<file path="src/rtl/obi_hci_responder.sv">
// OBI subordinate for the core data port: forwards L1-window accesses to one HCI/TCDM
// initiator port, answers out-of-window accesses locally with an error, and keeps responses in order.
module obi_hci_responder #(
    parameter int unsigned              ADDR_W    = 32,
    parameter int unsigned              DATA_W    = 32,
    parameter int unsigned              RID_W     = 1,
    parameter int unsigned              N_OUTST   = 2,
    parameter logic [ADDR_W-1:0]        WIN_START = 32'h1000_0000,
    parameter logic [ADDR_W-1:0]        WIN_END   = 32'h2000_0000
) (
    input  logic                  clk_i,
    input  logic                  rst_ni,
    // OBI A channel
    input  logic                  obi_req_i,
    output logic                  obi_gnt_o,
    input  logic [ADDR_W-1:0]     obi_addr_i,
    input  logic                  obi_we_i,
    input  logic [DATA_W/8-1:0]   obi_be_i,
    input  logic [DATA_W-1:0]     obi_wdata_i,
    input  logic [RID_W-1:0]      obi_aid_i,
    // OBI R channel
    output logic                  obi_rvalid_o,
    output logic [DATA_W-1:0]     obi_rdata_o,
    output logic [RID_W-1:0]      obi_rid_o,
    output logic                  obi_err_o,
    // HCI initiator
    output logic                  hci_req_o,
    input  logic                  hci_gnt_i,
    output logic [ADDR_W-1:0]     hci_add_o,
    output logic                  hci_wen_o,
    output logic [DATA_W/8-1:0]   hci_be_o,
    output logic [DATA_W-1:0]     hci_data_o,
    input  logic                  hci_r_valid_i,
    input  logic [DATA_W-1:0]     hci_r_data_i,
    // status
    output logic                  proto_err_o
);

    localparam int unsigned PTR_W = (N_OUTST > 1) ? $clog2(N_OUTST) : 1;
    localparam int unsigned CNT_W = $clog2(N_OUTST + 1);
    localparam logic [PTR_W-1:0] PTR_LAST = PTR_W'(N_OUTST - 1);
    localparam logic [CNT_W-1:0] CNT_FULL = CNT_W'(N_OUTST);

    typedef struct packed {
        logic [RID_W-1:0] rid;
        logic             we;
        logic             err;
    } tag_t;

    tag_t             tag_mem_q [N_OUTST];
    logic [PTR_W-1:0] wr_ptr_q, wr_ptr_d;
    logic [PTR_W-1:0] rd_ptr_q, rd_ptr_d;
    logic [CNT_W-1:0] count_q, count_d;

    logic              rvalid_q, rvalid_d;
    logic [DATA_W-1:0] rdata_q, rdata_d;
    logic [RID_W-1:0]  rid_q, rid_d;
    logic              err_q, err_d;
    logic              proto_err_q, proto_err_d;

    logic in_win, full, empty, gnt, push, pop, stray;
    tag_t head;

    // HCI request fields are pure pass-throughs of the OBI A channel.
    assign hci_add_o  = obi_addr_i;
    assign hci_wen_o  = ~obi_we_i;
    assign hci_be_o   = obi_be_i;
    assign hci_data_o = obi_wdata_i;

    // NOTE: every signal written in an always_comb gets a default first, so no path leaves
    // it unassigned and no latch is inferred; blocking '=' is correct here, '<=' belongs in always_ff.
    always_comb begin
        in_win = (obi_addr_i >= WIN_START) && (obi_addr_i < WIN_END);
        full   = (count_q == CNT_FULL);
        empty  = (count_q == '0);
        head   = tag_mem_q[rd_ptr_q];

        // Full blocks the grant even if a pop frees a slot this cycle: keeps gnt off the response path.
        gnt       = obi_req_i & ~full & (in_win ? hci_gnt_i : 1'b1);
        hci_req_o = obi_req_i & in_win & ~full;
        obi_gnt_o = gnt;
        push      = obi_req_i & gnt;

        pop   = ~empty & (head.err | hci_r_valid_i);
        stray = hci_r_valid_i & (empty | head.err);

        wr_ptr_d = wr_ptr_q;
        rd_ptr_d = rd_ptr_q;
        count_d  = count_q;
        if (push) begin
            wr_ptr_d = (wr_ptr_q == PTR_LAST) ? '0 : wr_ptr_q + PTR_W'(1);
        end
        if (pop) begin
            rd_ptr_d = (rd_ptr_q == PTR_LAST) ? '0 : rd_ptr_q + PTR_W'(1);
        end
        case ({push, pop})
            2'b10:   count_d = count_q + CNT_W'(1);
            2'b01:   count_d = count_q - CNT_W'(1);
            default: count_d = count_q;
        endcase

        rvalid_d = 1'b0;
        rdata_d  = rdata_q;
        rid_d    = rid_q;
        err_d    = err_q;
        if (pop) begin
            rvalid_d = 1'b1;
            rid_d    = head.rid;
            err_d    = head.err;
            rdata_d  = (head.err | head.we) ? '0 : hci_r_data_i;
        end

        proto_err_d = proto_err_q | stray;
    end

    // NOTE: the tag storage is deliberately left out of reset; the pointers and occupancy
    // counter decide validity, so clearing the array would only cost flops and reset fan-out.
    always_ff @(posedge clk_i) begin
        if (push) begin
            tag_mem_q[wr_ptr_q] <= '{rid: obi_aid_i, we: obi_we_i, err: ~in_win};
        end
    end

    always_ff @(posedge clk_i or negedge rst_ni) begin
        if (!rst_ni) begin
            wr_ptr_q    <= '0;
            rd_ptr_q    <= '0;
            count_q     <= '0;
            rvalid_q    <= 1'b0;
            rdata_q     <= '0;
            rid_q       <= '0;
            err_q       <= 1'b0;
            proto_err_q <= 1'b0;
        end else begin
            wr_ptr_q    <= wr_ptr_d;
            rd_ptr_q    <= rd_ptr_d;
            count_q     <= count_d;
            rvalid_q    <= rvalid_d;
            rdata_q     <= rdata_d;
            rid_q       <= rid_d;
            err_q       <= err_d;
            proto_err_q <= proto_err_d;
        end
    end

    assign obi_rvalid_o = rvalid_q;
    assign obi_rdata_o  = rdata_q;
    assign obi_rid_o    = rid_q;
    assign obi_err_o    = err_q;
    assign proto_err_o  = proto_err_q;

endmodule

</file>
<file path="config.mk">
export PLATFORM = sky130hd
export DESIGN_NAME = obi_hci_responder
export DESIGN_NICKNAME = d
export VERILOG_FILES = /design/src/rtl/obi_hci_responder.sv
export SDC_FILE = /design/constraint.sdc
export NUM_CORES = 1
export LEC_CHECK = 0
export ABC_AREA = 1
export ABC_CLOCK_PERIOD_IN_PS = 2940
export CAP_MARGIN = 20
export CELL_PAD_IN_SITES_DETAIL_PLACEMENT = 1
export CELL_PAD_IN_SITES_GLOBAL_PLACEMENT = 1
export CORE_MARGIN = 2
export CORE_UTILIZATION = 23
export CTS_BUF_LIST = sky130_fd_sc_hd__clkbuf_16
export DETAILED_ROUTE_END_ITERATION = 10
export GPL_TIMING_DRIVEN = 0
export PLACE_DENSITY = 0.95
export SYNTH_ARGS = -nofsm -noshare
export SYNTH_HDL_FRONTEND = slang
export SYNTH_SLANG_ARGS = --single-unit
</file>
<file path="constraint.sdc">
create_clock -name clk_i -period 2.94 [get_ports clk_i]
set_input_delay 0.588 -clock clk_i [delete_from_list [all_inputs] [get_ports clk_i]]
set_output_delay 0.588 -clock clk_i [all_outputs]
set_load 0.005 [all_outputs]
</file>
# Word-level counts from Yosys, hierarchy flattened
# Memory sizes are Yosys's and may differ from the RTL's.
# Cells that the tools add are included.
# totals
memories	1
ramBits	6
input_bits	107
regBits	40
# mem_list
memory	depth	width	rd	rd_clocked_by_memory_dff	write_ports	line_no	rtl
tag_mem_q	2	3	1	0	1	50	tag_t tag_mem_q [N_OUTST];
# classes
n_mux	8
reduce_logical	3
n_bitwise	15
n_lt_le_gt_ge	2
eq_ne	3
add_sub_neg	4
# ops
op	n
32-bit by 29-bit >= comparator with 1-bit output (second input constant)	1
32-bit by 30-bit < comparator with 1-bit output (second input constant)	1
32-bit 2-to-1 mux	1
1-bit AND	7
1-bit 2-to-1 mux	6
2-bit == test (second input constant)	2
1-bit NOT	4
1-bit OR	4
2-bit one-hot mux with 2 select lines	1
1-bit adder (second input constant)	2
2-bit by 1-bit adder with 2-bit output (second input constant)	1
2-bit by 1-bit == test with 1-bit output (second input constant)	1
2-bit logical NOT	1
2-bit nonzero test	1
2-bit by 1-bit subtractor with 2-bit output (second input constant)	1
1-bit logical AND	1

# Depth between registers and ports, before layout
# depth
ltp_word	7
depth_mapped	10
mapped_depth_nobuf	9

# Least setup slack after synthesis
# Ideal clock, no wire load.
# synth_path
kind	input -> register
start	input hci_r_valid_i
end	register count_q[1]
arrival_time_ns	1.583
path_buffers	1
path_stages	9
required_ns	2.819
slack_ns	1.235
cell_sequence	inv_1 -> nand3_2 -> nand2_4 -> buf_6 -> inv_1 -> ha_1 -> a21oi_1 -> nand2_1 -> xor2_1
# synth_between
elab_chain_cells	4
word_cells_on_any_way	6
classes_between	eq/ne: 2; mux: 1; bitwise: 2; reduce/logical: 1
# synth_rtl
item	line_no	rtl
start: declaration	33	input logic hci_r_valid_i,
1-bit OR (*)	84	pop = ~empty & (head.err | hci_r_valid_i);
1-bit AND (*)	84	
net pop	61	logic in_win, full, empty, gnt, push, pop, stray;
2-bit by 1-bit == test with 1-bit output / 2-bit == test (equally long branches)	96	case ({push, pop})
2-bit one-hot mux with 2 select lines / 2-bit nonzero test (equally long branches)	-	
end signal: assignment	137	count_q <= count_d;
end: declaration	53	logic [CNT_W-1:0] count_q, count_d;
# Mark *: on every way through the listed nets, which the timed path passes. The rest lies on a longest branch.
# A chain may end at the register's enable or synchronous reset.

# Worst setup path in the final report
# layout_path
start	input obi_req_i
end	output obi_gnt_o
# layout_between
elab_chain_cells	2
# layout_rtl
item	line_no	rtl
start: declaration	14	input logic obi_req_i,
1-bit AND (2 in a row)	79	gnt = obi_req_i & ~full & (in_win ? hci_gnt_i : 1'b1);
end: declaration	15	output logic obi_gnt_o,
# No other way between the ends.

==> implementation parameters <==
Parameter                              Value

Clock network
  Clock Path Buffers    2
  CTS tree    built
  Max H-tree Level    2
  Cells resized by post-CTS repair    0
  Clock Sinks    46
  Post-CTS repair timing setup buffer count    0
  Number of clock buffers inserted by TritonCTS    5
  CTS clock-pin slew for the worst setup and hold paths    0.06 ns
  Hold buffers post-CTS    0
  Clock latency at the later pin of the worst-skew pair    0.28 ns
  Root Buffer Master    clkbuf_16

Synthesis
  Cell Area, Synth    2482 µm²
  Top-area cell type share of the netlist area    40.32%
  Register bit total from synthesis    46
  Average instance area after synthesis    8.962 µm²
  Number of unique standard cell types used by synthesis    23
  Number of warnings printed during yosys synthesis    0
  Cell taking the most area after synthesis    dfrtp_1
  Mapped Cells    277
  Seq/Total Area, Yosys    47.58%
  Synth area leaders    dfrtp_1, buf_4, nand2_1
  Number of nets in the synthesized netlist    385

Critical path
  Endpoint class of the critical path    output pin
  Category of the most critical setup path    input pin to output pin
  Highest net fanout along the worst path    4
  Endpoint arrival time on the critical path    approximately 2.0 ns
  Required time of the critical path    approximately 2.4 ns
  Worst Setup Start Kind    input pin

Layout
  Number of nets in the layout    542
  Diode count    0
  Share of layout cells above drive strength 1    21.84%
  Post-layout util    about two fifths
  Area Growth Syn to Fin    74.09%

Detailed routing
  Routed via count    between 2000 and 2500
  Routed wirelength normalized by instance count    14.47 µm
  Total length of routed wires    about 8300 µm
  Number of vias per cell    between 4 and 5
  DRC    0
  Count of routing violations after the opening detailed-route iteration    42
  Post-route antenna net violation count    0
  DR pass1 iterations    4

Global routing
  Maximum number of pins on one net before global-route repair    27
  First-pass GRT wire length    12490 µm
  Gr usage total    13.67%
  Remaining global-route overflow    0
  Initial antenna violation count    0
  Via count of the first global-routing pass    around 2600

Floorplan
  Die span in y    107.9 µm
  Initial core utilization    23.83%
  Die area    11640 µm²
  Top-Level Pins    ~210
  Placeable Area    10420 µm²
  Die X-Extent    107.9 µm
  Row count    37

Timing
  Largest clock skew in the final design    0.005465 ns
  FMAX    0.3926 GHz
  Worst slew margin    73.56%
  Accumulated negative setup slack    0 ns
  Final Slew Violations    0
  Final Hold Vio Count    0
  Setup repair after global routing missed its margin    no
  Setup violation total in the final timing report    0
  Worst Tran Pin Value    between 0.3 and 0.4 ns
  Fin crit share    86.63%
  Final critical path time including I/O delays and setup    2.547 ns

Placed design
  Count of buffers from port buffering    roughly 150
  Half-perimeter wire length after placement    6837 µm
  Final RePlAce weighted congestion    0.6954

Power
  Worst vdd rail ir drop    approximately 0.29 mV
  PwrDens    just under 700 nW/µm²
  Final total power    ~3.0 mW
  Leak Pwr    around 1.9 nW

Job
  Number of max-capacitance violations reported    0

Run status
  Result of the run    finished, final reports clean

Min path
  Class of the worst hold path    input pin to async pin
## Yosys cell counts (all sizes together)
library cell / number
a21o: 1
a21oi: 1
buf: 79
clkbuf: 2
dfrtp: 40
edfxtp: 6
ha: 1
inv: 16
nand2: 51
nand3: 35
nand4: 1
nor2: 4
o21ai: 36
or2: 2
xnor2: 1
xor2: 1
## cell usage in the layout (no fill, tap or decap), drive strengths merged
master | synthesis | final
xor2 | 1 | 1
xnor2 | 1 | 1
clkdlybuf4s50 | 0 | 148
nand4 | 1 | 1
nand3 | 35 | 35
ha | 1 | 1
inv | 16 | 18
nor2 | 4 | 4
clkbuf | 2 | 7
a21o | 1 | 1
o21ai | 36 | 36
or2 | 2 | 2
nand2 | 51 | 51
bufinv | 0 | 1
buf | 79 | 81
dfrtp | 40 | 40
a21oi | 1 | 1
edfxtp | 6 | 6
## flip-flops by register name, summed over array words and instances, names as in the netlist
name          count
count_q           2
rd_ptr_q          1
proto_err_o       1
obi_rdata_o      32
wr_ptr_q          1
tag_mem_q         6
obi_rvalid_o      1
obi_rid_o         1
obi_err_o         1
## kinds of logic after synthesis
| kind of cell | share of synthesized area [%] |
|---|---|
| buf+inv | 26.71 |
| compound gates | 7.762 |
| flops | 47.58 |
| fa+ha+maj | 0.5040 |
| simple gates | 16.73 |
| xor+xnor | 0.7058 |
## path summary, 6_finish.rpt
check / slack [ns] / cells after the start / end / startpoint
setup / recovery: 0.39 / 6 / obi_gnt_o / obi_req_i
hold / removal: 0.22 / 1 / obi_rdata_o[28] / rst_ni
setup reg to reg: 1.03 / 9 / count_q[1] / count_q[0]
hold reg to reg: 0.47 / 1 / proto_err_o / proto_err_o
max in group asynchronous: 2.23 / 2 / obi_rdata_o[17] / rst_ni
min in group clk_i: 0.47 / 1 / proto_err_o / proto_err_o
## area by class of cell
cell class                 instances  area [µm²]
buffer                            81       603.1
clock buffer                       5       125.1
clock inverter                     3       37.54
fill                            1197        6095
inverter                          16       60.06
multi-input combinational        134       638.1
sequential                        46        1181
tap                              136       170.2
timing repair buffer             150        1506
## critical path, stage by stage
cell	delay, ns
clkdlybuf4s50_1	0.46
o21ai_0	0.12
inv_1	0.10
nand2_1	0.11
inv_1	0.08
clkdlybuf4s50_1	0.50
## where the power goes
group / total (mW) / switching, mW / internal (mW)
clock network: 0.629 / 0.233 / 0.395
registers: 0.965 / 0.117 / 0.848
logic: 1.40 / 0.687 / 0.709
## layer usage
layer / track usage [%] / vias to the layer above / wire [µm]
li1: - / 1137 / -
met1: 14.61 / 1177 / 3086
met2: 26.68 / 131 / 4482
met3: 3.874 / 4 / 662
met4: 2.289 / 0 / 29
met5: 0 / - / 0
## per-stage QoR
stage                     cell area (µm²)  hold WS, ns  cells  setup slack (ns)
final                                4322       0.2239    571            0.3930
after global routing                 4322       0.2472    571            0.2506
after CTS                            4322       0.2307    571            0.3821
after detailed placement             4159       0.4555    563            0.3970
after global placement               4144       0.4410    562            0.2157
after floorplan                      2482       0.2924    277             1.235
Power figures use the tool's default switching activity.
